`config.mk`:
```
export PLATFORM = sky130hd
export DESIGN_NAME = pipe_ctrl
export DESIGN_NICKNAME = d
export VERILOG_FILES = /design/src/rtl/pipe_ctrl_pkg.sv /design/src/rtl/pipe_ctrl.sv
export SDC_FILE = /design/constraint.sdc
export NUM_CORES = 1
export LEC_CHECK = 0
export CAP_MARGIN = 20
export CORE_ASPECT_RATIO = 0.7
export CORE_UTILIZATION = 37
export CTS_CLUSTER_DIAMETER = 200
export CTS_CLUSTER_SIZE = 40
export DETAILED_ROUTE_END_ITERATION = 8
export HOLD_SLACK_MARGIN = 0.06
export PLACE_DENSITY = 0.92
export REMOVE_ABC_BUFFERS = 1
export SETUP_SLACK_MARGIN = 0.15
export SLEW_MARGIN = 10
export SYNTH_ARGS = -nofsm -noshare
export SYNTH_HDL_FRONTEND = slang
export SYNTH_SLANG_ARGS = --single-unit
export TNS_END_PERCENT = 20
```
`constraint.sdc`:
```
create_clock -name clk -period 3.95 [get_ports clk]
set_input_delay 0.79 -clock clk [delete_from_list [all_inputs] [get_ports clk]]
set_output_delay 0.79 -clock clk [all_outputs]
set_load 0.1 [all_outputs]
```
`src/rtl/pipe_ctrl_pkg.sv`:
```
// Shared constants for the pipeline control unit.
// State encodings are kept as plain localparams for legacy compatibility.
package pipe_ctrl_pkg;

    localparam logic [1:0] S_RUN  = 2'd0;
    localparam logic [1:0] S_PEND = 2'd1;
    localparam logic [1:0] S_TRAP = 2'd2;

    localparam logic [31:0] RESET_PC = 32'h0000_0000;

    function automatic logic [31:0] next_pc(input logic [31:0] pc);
        return pc + 32'd4;
    endfunction

endpackage

```
`src/rtl/pipe_ctrl.sv`:
```
// Fetch redirect/stall control: branch, mret, stalls and interrupt entry.
// Interrupt entry drains EX, captures mepc, then redirects to mtvec.
module pipe_ctrl
    import pipe_ctrl_pkg::*;
(
    input  logic        clk,
    input  logic        rst,
    input  logic        ex_valid,
    input  logic [31:0] ex_pc,
    input  logic        ex_jump_flag,
    input  logic [31:0] ex_jump_addr,
    input  logic        ex_mret,
    input  logic        ex_busy,
    input  logic        mem_stall,
    input  logic        irq_req,
    input  logic [31:0] mtvec,
    input  logic [31:0] mepc_in,
    output logic        jump_flag,
    output logic [31:0] jump_addr,
    output logic        hold,
    output logic        flush,
    output logic        mepc_we,
    output logic [31:0] mepc_out,
    output logic        irq_ack
);

    logic [1:0]  state_q, state_d;
    logic        irq_pend_q, irq_pend_d;
    logic [31:0] mepc_q, mepc_d;

    logic in_trap;
    logic elig;
    logic irq_any;
    logic accept;

    assign in_trap = (state_q == S_TRAP);
    assign elig    = ex_valid & ~ex_busy & ~mem_stall & ~ex_mret;
    assign irq_any = irq_req | irq_pend_q;
    assign accept  = ~in_trap & irq_any & elig;

    always_comb begin
        jump_flag = 1'b0;
        jump_addr = RESET_PC;
        hold      = 1'b0;
        flush     = 1'b0;
        mepc_we   = 1'b0;
        mepc_out  = mepc_q;
        irq_ack   = 1'b0;
        if (in_trap) begin
            jump_flag = 1'b1;
            jump_addr = mtvec;
            flush     = 1'b1;
            hold      = 1'b1;
            mepc_we   = 1'b1;
            irq_ack   = 1'b1;
        end else begin
            if (ex_mret) begin
                jump_flag = 1'b1;
                jump_addr = mepc_in;
                flush     = 1'b1;
            end else if (ex_jump_flag) begin
                jump_flag = 1'b1;
                jump_addr = ex_jump_addr;
                flush     = 1'b1;
            end
            hold = ex_busy | mem_stall;
            if (accept) begin
                hold  = 1'b1;
                flush = 1'b1;
            end
        end
    end

    always_comb begin
        state_d = S_RUN;
        if (!in_trap) begin
            if (accept) begin
                state_d = S_TRAP;
            end else if (irq_any) begin
                state_d = S_PEND;
            end
        end
    end

    // The accepted request is consumed; a new request during S_TRAP re-arms.
    assign irq_pend_d = (irq_pend_q & ~irq_ack) | (irq_req & ~accept);

    assign mepc_d = accept
                  ? (ex_jump_flag ? ex_jump_addr : next_pc(ex_pc))
                  : mepc_q;

    always_ff @(posedge clk) begin
        if (rst) begin
            state_q    <= S_RUN;
            irq_pend_q <= 1'b0;
            mepc_q     <= RESET_PC;
        end else begin
            state_q    <= state_d;
            irq_pend_q <= irq_pend_d;
            mepc_q     <= mepc_d;
        end
    end

endmodule

```
==> reports/summary.txt <==
Row Count: 25
Routed Wire Length: 11.5 mm
GRT Overall Usage: 0.289
LEAKAGE: 0.00194 µW
Global route total overflow: 0
Min-delay worst type: flop to flop
Post-synth EDFFs: 0
Placed Area: 4990 µm²
Capturing element type of the critical path: output port
Final-report hold violation count: 0
Commonest cells post-synth: nor2_1, nand2_1, dfxtp_1
Unrepaired setup endpoints after global routing: no
Worst IR Drop VDD: 169 µV
Worst-Skew Late Latency: 0.28 ns
Port Buffer Count: 204
FFs w/ async S/R, synth: 0
Vias: 3809
Slew HR: 0.331
Die Area: 7750 µm²
Setup violations, final: 0
Clock-pin slew on the worst setup and hold paths: 0.07 ns
Final min period: 3.27 ns
Ys Warns: 0
Cell taking the most area after synthesis: dfxtp_1
DRT antenna net count: 0
CP cell instances: clkdlybuf4s50_1, or4b_4, or3_1, nand2b_1, buf_12
Ant. Diodes: 0
Core area: 6940 µm²
Synth unique cells: 42
Final Net Count: 739
WL/cell: 16.5 µm
Run status: completed
Die height: 74.0 µm
Pwr/cell area: 266 nW/µm²
Post-Syn Area per Cell: 6.66 µm²
Sequential share of the synthesized area: 0.256
Synthesis-stage register bit count: 35
Crit path kind: input pin to output port
CP max FO: 4
Vias per cell: 5.46
Post-Layout Cell Count: 697
Clk buf depth: 2
Least-Margin Pin Slew: 1.00 ns
# fillers: 535
Slew Limit Fails: 0
DRT Pass-1 Iters: 5
Worst Path Arrival: 2.48 ns
Area delta synth->final: 86.5%
Hold-fix buffers, CTS: 0
Post-CTS Setup Bufs: 0
CP max stage cell: or4b_4
Largest net degree at the start of global routing: 42
Initial Utilization: 0.394
CP required: 3.16 ns
RD Place Congestion: 0.895
Top cells by area, synth: dfxtp_1, nor2_1, nand2_1
CTS tree: yes
Post-Synthesis Cells: 411
HPWL Detailed: 8.62 mm
Placed instance count: 689
Max stage delay on crit path: 0.56 ns
Synth top area share: 0.256
Number of buffers created by CTS: 5
Final instance area: 5100 µm²
Setup Skew: 0.00698 ns
Setup crit start kind: input pin
Antenna violations before repair: 0
F_max: 305 MHz
Post-route DRC: 0
Post-CTS Resized: 0
I/O pin count: 205
Most frequent cell after synthesis: nor2_1
MaxCap Viol Count: 0
Minimum hold slack: 0.473 ns
Reg-to-reg setup timing slack: 1.47 ns
Tcrit/Tclk final: 0.829
First-pass GRT wire length: 17.8 mm
Synth Flop Type: dfxtp_1
Vias in the first global route: 3651
Die X: 105 µm
H-tree lvl count: 2
Syn Std Cell Area: 2740 µm²
Clock Sinks: 35
Fraction of layout cells with a size suffix above 1: 0.114
Root buf cell: clkbuf_8
Drt initial violations: 229
[path summary, 6_finish.rpt]
check / endpoint / startpoint / depth (start not counted)
setup / recovery: flush / ex_busy / 5
hold / removal: mepc_out[16]$_SDFFE_PP0P_ / mepc_out[16]$_SDFFE_PP0P_ / 2
setup reg to reg: mepc_out[23]$_SDFFE_PP0P_ / state_q[0]$_SDFF_PP0_ / 8
hold reg to reg: mepc_out[16]$_SDFFE_PP0P_ / mepc_out[16]$_SDFFE_PP0P_ / 2
[power breakdown]
group / internal (µW) / switching (µW) / total [µW]
clock: 204 / 136 / 340
sequential: 361 / 4.27 / 366
combinational: 248 / 403 / 652
[layer usage]
metal	vias up	global-route usage	wire (µm)	part of all wire
met2	196	0.537	5590	0.49
met1	1754	0.335	4700	0.41
met5	-	0	0	0
met3	14	0.0798	1030	0.089
li1	1845	-	-	-
met4	0	0.0751	180	0.016
[worst max-delay path: cells and delay by family]
family	cells	cell delay (ns)
and+or+nand+nor	3	1.10
buffers and inverters	2	0.59
[registers in the layout, summed over array words and instances, names as in the netlist]
register and count:
irq_pend_q 1, mepc_out 32, state_q 2
[through the flow]
stage / util / setup TNS [ns] / total power, µW / worst slack, ns
2_1_floorplan: - / -9.62 / 723 / -0.560
3_3_place_gp: 0.718 / 0 / 1010 / 0.676
3_5_place_dp: 0.718 / 0 / 1020 / 0.675
4_1_cts: 0.735 / 0 / 1360 / 0.675
5_1_grt: 0.735 / 0 / 1410 / 0.645
6_report: 0.735 / 0 / 1360 / 0.676
[cell type report]
type	instances	area, µm²	share of cell area
clock buffers	6	82.6	0.0162
clock inverters	2	35.0	0.00686
inverters	7	26.3	0.00515
multi-input cells	338	1880	0.369
flip-flops and latches	35	701	0.137
well taps	94	118	0.0230
repair buffers	215	2260	0.443
[cells in the final DEF, fill, tap and decap left out, drive strengths merged, types with 15 or more instances in the layout]
cell type,count
buf,50
xor2,17
nand2,63
o21ai,32
a221oi,17
clkdlybuf4s50,165
a21oi,34
nor2,77
dfxtp,35
nand3,15
[kinds of logic after synthesis]
kind of cell	after synthesis	synth area share
mux	3	0.0110
xor+xnor	25	0.0800
simple gates	197	0.331
fa+ha+maj	1	0.00457
buf+inv	38	0.0608
flops	35	0.256
compound gates	112	0.257
Power figures use the tool's default switching activity.
